## src/rtl/jpeg_pkg.sv

```systemverilog
// Shared definitions for the JPEG per-block sequencer.
// Contents:
//   seq_state_t          - block sequencer FSM states
//   COMP_Y/COMP_CB/COMP_CR - component ids reported on comp_id
//   BLOCK_ROWS           - rows in one 8x8 block
//   max_int              - helper for sizing counters from parameters
package jpeg_pkg;

    typedef enum logic [2:0] {
        ST_IDLE,
        ST_LOAD,
        ST_DCT,
        ST_DEND,
        ST_QUANT,
        ST_HSTART,
        ST_HWAIT,
        ST_DONE
    } seq_state_t;

    localparam logic [1:0] COMP_Y  = 2'd0;
    localparam logic [1:0] COMP_CB = 2'd1;
    localparam logic [1:0] COMP_CR = 2'd2;

    localparam int BLOCK_ROWS = 8;

    function automatic int max_int(input int a, input int b);
        return (a > b) ? a : b;
    endfunction

endpackage

```

## src/rtl/jpeg_mcu_counter.sv

```systemverilog
// Block index counter for one MCU (luma blocks, then Cb blocks, then Cr blocks).
// Ports:
//   clock, reset  - rising-edge clock, synchronous active-high reset (index -> 0)
//   advance       - step to the next block (asserted during the block's DONE cycle)
//   comp_id       - component of the current block (COMP_Y/COMP_CB/COMP_CR)
//   is_luminance  - current block is Y
//   mcu_end       - advance on the last block of the MCU; the index wraps to 0
module jpeg_mcu_counter
    import jpeg_pkg::*;
#(
    parameter int LUMA_BLOCKS   = 4,
    parameter int CHROMA_BLOCKS = 1
) (
    input  logic       clock,
    input  logic       reset,
    input  logic       advance,
    output logic [1:0] comp_id,
    output logic       is_luminance,
    output logic       mcu_end
);

    localparam int TOTAL = LUMA_BLOCKS + 2 * CHROMA_BLOCKS;
    localparam int B_W   = (TOTAL > 1) ? $clog2(TOTAL) : 1;

    logic [B_W-1:0] b;
    logic           last;

    assign last = (int'(b) == TOTAL - 1);

    always_ff @(posedge clock) begin
        if (reset) begin
            b <= '0;
        end else if (advance) begin
            b <= last ? '0 : b + B_W'(1);
        end
    end

    always_comb begin
        comp_id = COMP_Y;
        if (int'(b) >= LUMA_BLOCKS + CHROMA_BLOCKS) begin
            comp_id = COMP_CR;
        end else if (int'(b) >= LUMA_BLOCKS) begin
            comp_id = COMP_CB;
        end
    end

    assign is_luminance = (comp_id == COMP_Y);
    assign mcu_end      = advance & last;

endmodule

```

## src/rtl/jpeg_block_sequencer.sv

```systemverilog
// Per-block control sequencer for the JPEG encode pipeline. For each accepted
// 8x8 block it walks LOAD -> DCT -> DEND -> QUANT -> HSTART -> HWAIT -> DONE,
// emitting one Moore strobe per phase, and supervises Huffman completion with
// a timeout. Component id / luminance come from the MCU layout counter.
// Ports:
//   clock, reset         - rising-edge clock, synchronous active-high reset
//   blk_valid/blk_ready  - block handshake (see below)
//   huffman_done         - Huffman finished; only looked at in HWAIT
//   load_enable          - input block buffer capture (LOAD)
//   dct_enable           - DCT run enable (DCT, DCT_LATENCY cycles)
//   dct_end_enable       - DCT result buffer capture (DEND)
//   matrix_row           - quantizer row select, min(q,7) in QUANT, else 0
//   zigzag_input_enable  - zigzag row write, 8 strobes once quantizer output is valid
//   huffman_start        - Huffman start pulse (HSTART)
//   is_luminance,comp_id - component of the current block
//   blk_done, mcu_end    - block completion pulse / last block of the MCU
//   err_timeout          - sticky Huffman timeout flag
//
// Handshake: a block transfers on a cycle where blk_valid and blk_ready are
// both 1. blk_ready is 1 only in IDLE and depends on state alone, so a
// blk_valid held high is taken on every IDLE cycle and there is no input to
// output combinational path.
module jpeg_block_sequencer
    import jpeg_pkg::*;
#(
    parameter int DCT_LATENCY   = 8,
    parameter int QUANT_LATENCY = 1,
    parameter int LUMA_BLOCKS   = 4,
    parameter int CHROMA_BLOCKS = 1,
    parameter int HUFF_TIMEOUT  = 1024
) (
    input  logic       clock,
    input  logic       reset,
    input  logic       blk_valid,
    output logic       blk_ready,
    input  logic       huffman_done,
    output logic       load_enable,
    output logic       dct_enable,
    output logic       dct_end_enable,
    output logic [7:0] matrix_row,
    output logic       zigzag_input_enable,
    output logic       huffman_start,
    output logic       is_luminance,
    output logic [1:0] comp_id,
    output logic       blk_done,
    output logic       mcu_end,
    output logic       err_timeout
);

    localparam int QUANT_LAST = BLOCK_ROWS - 1 + QUANT_LATENCY;
    localparam int CNT_MAX    = max_int(max_int(DCT_LATENCY, QUANT_LAST + 1), HUFF_TIMEOUT);
    localparam int CNT_W      = $clog2(CNT_MAX + 1);

    seq_state_t       state;
    seq_state_t       state_n;
    logic [CNT_W-1:0] cnt;       // cycles spent in the current state
    logic             timeout_hit;
    logic             advance;

    always_ff @(posedge clock) begin
        if (reset) begin
            state       <= ST_IDLE;
            cnt         <= '0;
            err_timeout <= 1'b0;
        end else begin
            state <= state_n;
            // Every state change restarts the per-state counter.
            if (state_n != state || state == ST_IDLE) begin
                cnt <= '0;
            end else begin
                cnt <= cnt + CNT_W'(1);
            end
            if (timeout_hit) begin
                err_timeout <= 1'b1;
            end
        end
    end

    always_comb begin
        state_n             = state;
        timeout_hit         = 1'b0;
        blk_ready           = 1'b0;
        load_enable         = 1'b0;
        dct_enable          = 1'b0;
        dct_end_enable      = 1'b0;
        matrix_row          = 8'd0;
        zigzag_input_enable = 1'b0;
        huffman_start       = 1'b0;
        blk_done            = 1'b0;
        unique case (state)
            ST_IDLE: begin
                blk_ready = 1'b1;
                if (blk_valid) state_n = ST_LOAD;
            end
            ST_LOAD: begin
                load_enable = 1'b1;
                state_n     = ST_DCT;
            end
            ST_DCT: begin
                dct_enable = 1'b1;
                if (int'(cnt) == DCT_LATENCY - 1) state_n = ST_DEND;
            end
            ST_DEND: begin
                dct_end_enable = 1'b1;
                state_n        = ST_QUANT;
            end
            ST_QUANT: begin
                // Row select saturates at the last row while the quantizer
                // pipeline drains; zigzag writes lag by QUANT_LATENCY.
                matrix_row = (int'(cnt) > BLOCK_ROWS - 1) ? 8'(BLOCK_ROWS - 1) : 8'(cnt);
                zigzag_input_enable = (int'(cnt) >= QUANT_LATENCY);
                if (int'(cnt) == QUANT_LAST) state_n = ST_HSTART;
            end
            ST_HSTART: begin
                huffman_start = 1'b1;
                state_n       = ST_HWAIT;
            end
            ST_HWAIT: begin
                // A done on the final allowed cycle wins over the timeout.
                if (huffman_done) begin
                    state_n = ST_DONE;
                end else if (int'(cnt) == HUFF_TIMEOUT - 1) begin
                    state_n     = ST_DONE;
                    timeout_hit = 1'b1;
                end
            end
            ST_DONE: begin
                blk_done = 1'b1;
                state_n  = ST_IDLE;
            end
            default: state_n = ST_IDLE;
        endcase
    end

    assign advance = (state == ST_DONE);

    jpeg_mcu_counter #(
        .LUMA_BLOCKS  (LUMA_BLOCKS),
        .CHROMA_BLOCKS(CHROMA_BLOCKS)
    ) u_mcu_counter (
        .clock       (clock),
        .reset       (reset),
        .advance     (advance),
        .comp_id     (comp_id),
        .is_luminance(is_luminance),
        .mcu_end     (mcu_end)
    );

endmodule
```

## config.mk

```make
export PLATFORM = sky130hd
export DESIGN_NAME = jpeg_block_sequencer
export DESIGN_NICKNAME = d
export VERILOG_FILES = /design/src/rtl/jpeg_pkg.sv /design/src/rtl/jpeg_mcu_counter.sv /design/src/rtl/jpeg_block_sequencer.sv
export SDC_FILE = /design/constraint.sdc
export NUM_CORES = 1
export LEC_CHECK = 0
export BUFFER_PORTS_ARGS = -buffer_cell sky130_fd_sc_hd__buf_4
export CAP_MARGIN = 20
export CORE_ASPECT_RATIO = 1.4
export CORE_MARGIN = 5
export CORE_UTILIZATION = 30
export DETAILED_ROUTE_END_ITERATION = 8
export SLEW_MARGIN = 20
export SYNTH_ARGS = -nofsm -noshare
export SYNTH_HDL_FRONTEND = slang
export SYNTH_SLANG_ARGS = --single-unit
export TNS_END_PERCENT = 20
```

## constraint.sdc

```tcl
create_clock -name clock -period 1.4 [get_ports clock]
set_input_delay 0.07 -clock clock [delete_from_list [all_inputs] [get_ports clock]]
set_output_delay 0.07 -clock clock [all_outputs]
set_load 0.02 [all_outputs]
```

==> key figures <==
Outcome
  • Result of the run: finished, violations left
  • Failing checks: negative setup slack

Flow run
  • Max Cap Viol: 0

Drt
  • Sum of routed wire length over all layers: 2.623 mm
  • Average vias per placed instance: 4.900
  • Per-cell routed wire length: 13.05 µm
  • DRT antenna net count: 0
  • Number of search-and-repair iterations in the first detailed-routing pass: 4
  • Number of DRC markers after the initial detailed-route iteration: 12
  • Number of remaining DRC errors: 0
  • Via count: 985

Layout
  • Multi-input logic area: 724.4 µm²
  • Finished Core Util: 41.56%
  • Proportion of layout cells with a drive suffix above 1: 48.43%
  • Register area: 376.6 µm²
  • Antenna diodes: 0
  • Area overhead of the layout relative to synthesis: 32.57%
  • Fillcell total: 366
  • Number of nets at the end of the flow: 168

STA
  • Final setup violating endpoints: 15
  • RSZ-0062 raised after global routing: yes
  • Highest clock frequency the design can meet: 0.6566 GHz
  • Number of max-slew violations in the final report: 0
  • Crit path time final: 1.523 ns
  • Final Cycle Share: 108.8%
  • Number of hold violations in the final report: 0
  • Clock skew: 0.003574 ns
  • Worst-case hold slack: 0.03180 ns
  • Crit path setup slack, layout: -0.1230 ns

Worst setup path
  • Worst Path Buf+Inv: 1
  • FF-to-FF setup slack: -0.10 ns
  • Highest fanout seen on the critical path: 3
  • Standard cell with the maximum stage delay on the critical path: sky130_fd_sc_hd__dfxtp_2
  • Ordered list of cells on the worst path: nor4_4 -> nand3b_1 -> nor2_2 -> a21oi_1 -> buf_4
  • Capturing element type of the critical path: primary output
  • Crit-path leading delay family: simple AND/OR/NAND/NOR gates
  • CP Data Arrival Time: 1.45 ns
  • Maximum single-stage delay on the critical path: 0.35 ns
  • Type of origin of the critical path: register
  • Data required time of the worst path: 1.33 ns
  • CP Class: register to primary output

Floorplan
  • Die Footprint: 5198 µm²
  • Core Region: 3676 µm²
  • Effective utilization at floorplan: 31.35%
  • Boundary pin count: 24
  • Number of rows in the core area: 26
  • Y dimension of the die: 83.33 µm
  • Die Wd: 62.38 µm

CTS
  • CTS H-Tree Depth: 1
  • Largest buffer count on any clock path: 2
  • Clock tree from TritonCTS: yes
  • Num CTS Buffers: 3
  • Root Driver: sky130_fd_sc_hd__clkbuf_8
  • Clock Sink Count: 18
  • Clk slew on worst S/H paths: 0.07 ns
  • Worst-Skew Late Latency: 0.25 ns

Global routing
  • Global-route wire length before repair: 4.312 mm
  • Total routing resource utilization after global routing: 10.01%
  • Maximum number of pins on one net before global-route repair: 13
  • Number of antenna violations at the first check in global routing: 0
  • Number of global-route vias before repair: 962
  • Total grt overflow: 0

Yosys
  • Share of the yosys chip area belonging to registers: 31.27%
  • Average cell area after synthesis: 9.219 µm²
  • Yosys warning count: 0
  • Count of different cell masters after synthesis: 37
  • Cell count after synthesis: 125
  • Count of flip-flops with a built-in enable after synthesis: 0
  • Register bit count reported by yosys: 18
  • Syn Std Cell Area: 1152 µm²
  • Ys async rst share: 0%
  • Leading register cell type out of synthesis: sky130_fd_sc_hd__dfxtp_1

Power and ir drop
  • Leakage power: 0.6134 nW
  • Pwr dens: 1243 nW/µm²
  • Highest ir drop seen on vdd: 0.001209 V

Min path
  • Worst hold-check path type: input port to register

Placement
  • Routability Congestion: 0.7341
  • I/O Buffers: 18
  • Dpl hpwl: 2.127 mm
cell usage after synthesis, types with 2 or more instances:
cell | number | share of area (%)
sky130_fd_sc_hd__buf_4 | 9 | 5.9
sky130_fd_sc_hd__nand4b_1 | 2 | 1.5
sky130_fd_sc_hd__nor3_1 | 4 | 1.7
sky130_fd_sc_hd__nand4_1 | 4 | 2.2
sky130_fd_sc_hd__xnor2_1 | 5 | 3.8
sky130_fd_sc_hd__nor2_1 | 18 | 5.9
sky130_fd_sc_hd__nand3_1 | 3 | 1.3
sky130_fd_sc_hd__nor4_2 | 11 | 12
sky130_fd_sc_hd__xor2_1 | 7 | 5.3
sky130_fd_sc_hd__inv_1 | 4 | 1.3
sky130_fd_sc_hd__and3_1 | 3 | 1.6
sky130_fd_sc_hd__nand2b_1 | 2 | 1.1
sky130_fd_sc_hd__ha_1 | 4 | 4.3
sky130_fd_sc_hd__dfxtp_1 | 18 | 31
sky130_fd_sc_hd__buf_6 | 3 | 2.9
sky130_fd_sc_hd__nand2_1 | 5 | 1.6
sky130_fd_sc_hd__a21oi_1 | 3 | 1.3
flip-flops by register name (all words and copies together) (netlist names):
register	count
u_mcu_counter.b	3
state	3
err_timeout	1
cnt	11
worst register-to-register path: stages (launching register included):
cell and delay [ns]:
sky130_fd_sc_hd__dfxtp_2 0.32, sky130_fd_sc_hd__ha_2 0.18, sky130_fd_sc_hd__nand3_2 0.09, sky130_fd_sc_hd__nor4_2 0.05, sky130_fd_sc_hd__o311a_4 0.40, sky130_fd_sc_hd__o311a_1 0.35
through the flow:
stage	total power, mW	setup WS, ns	setup TNS [ns]	instances	cell area (µm²)
6_report	1.900	-0.1230	-0.7046	201	1528
5_1_grt	2.023	-0.1957	-1.822	201	1528
4_1_cts	1.922	-0.1700	-0.8014	200	1508
3_5_place_dp	1.476	-0.1532	-1.425	195	1406
3_3_place_gp	1.450	-0.1280	-1.110	195	1406
2_1_floorplan	1.192	-0.03884	-0.3743	129	1189
cells by family after synthesis:
| group | Yosys count | share of synthesized area (%) |
|---|---|---|
| simple gates | 65 | 38.55 |
| buf+inv | 18 | 10.86 |
| flops | 18 | 31.27 |
| xor+xnor | 12 | 9.120 |
| compound gates | 7 | 5.537 |
| fa+ha+maj | 4 | 4.343 |
| other cells | 1 | 0.3254 |
cell usage in the layout, fill, tap and decap left out, drive strengths merged:
cell type,count
and3,3
conb,5
nand2b,2
inv,4
a21oi,4
dfxtp,18
nor3b,2
nand3b,1
nor3,5
and4,1
xor2,7
ha,4
buf,40
xnor2,5
a41oi,1
nand2,6
nor2b,1
nor2,18
and3b,1
nor4,12
nand3,4
or3,1
nand4,5
nand4b,2
o311a,2
nor4b,1
clkbuf,4
final timing paths:
kind,startpoint,to,depth (start not counted)
max,cnt[8]$_SDFF_PP0_,zigzag_input_enable,5
min,reset,state[1]$_SDFF_PP0_,2
max reg2reg,cnt[0]$_SDFF_PP0_,state[0]$_SDFF_PP0_,5
min reg2reg,err_timeout$_SDFFE_PP0P_,err_timeout$_SDFFE_PP0P_,2
report_power, final:
part,internal (mW),total [mW],switching [mW]
sequential,0.581,0.658,0.0768
combinational,0.394,0.821,0.427
clock,0.250,0.421,0.171
repair_timing:
action	CTS	global route
resized for setup	12	4
pin swaps	7	3
endpoints found under the setup margin	19	18
setup buffers	1	1
endpoints found under the hold margin	0	0
hold buffers	0	0
metal layers:
| layer | part of all wire, % | vias to the layer above | GRT usage, % |
|---|---|---|---|
| met5 | 0 | - | 0 |
| met3 | 3.2 | 6 | 1.622 |
| met1 | 39 | 466 | 9.804 |
| li1 | - | 494 | - |
| met2 | 56 | 19 | 19.06 |
| met4 | 2.1 | 0 | 5.792 |
final cells by class:
| class | instances | area share, % |
|---|---|---|
| tap | 42 | 3.440 |
| timing repair buffer | 40 | 19.90 |
| sequential | 18 | 24.65 |
| clock buffer | 4 | 3.604 |
| inverter | 4 | 0.9828 |
| multi-input combinational | 93 | 47.42 |
(Power assumes the default switching activity.)
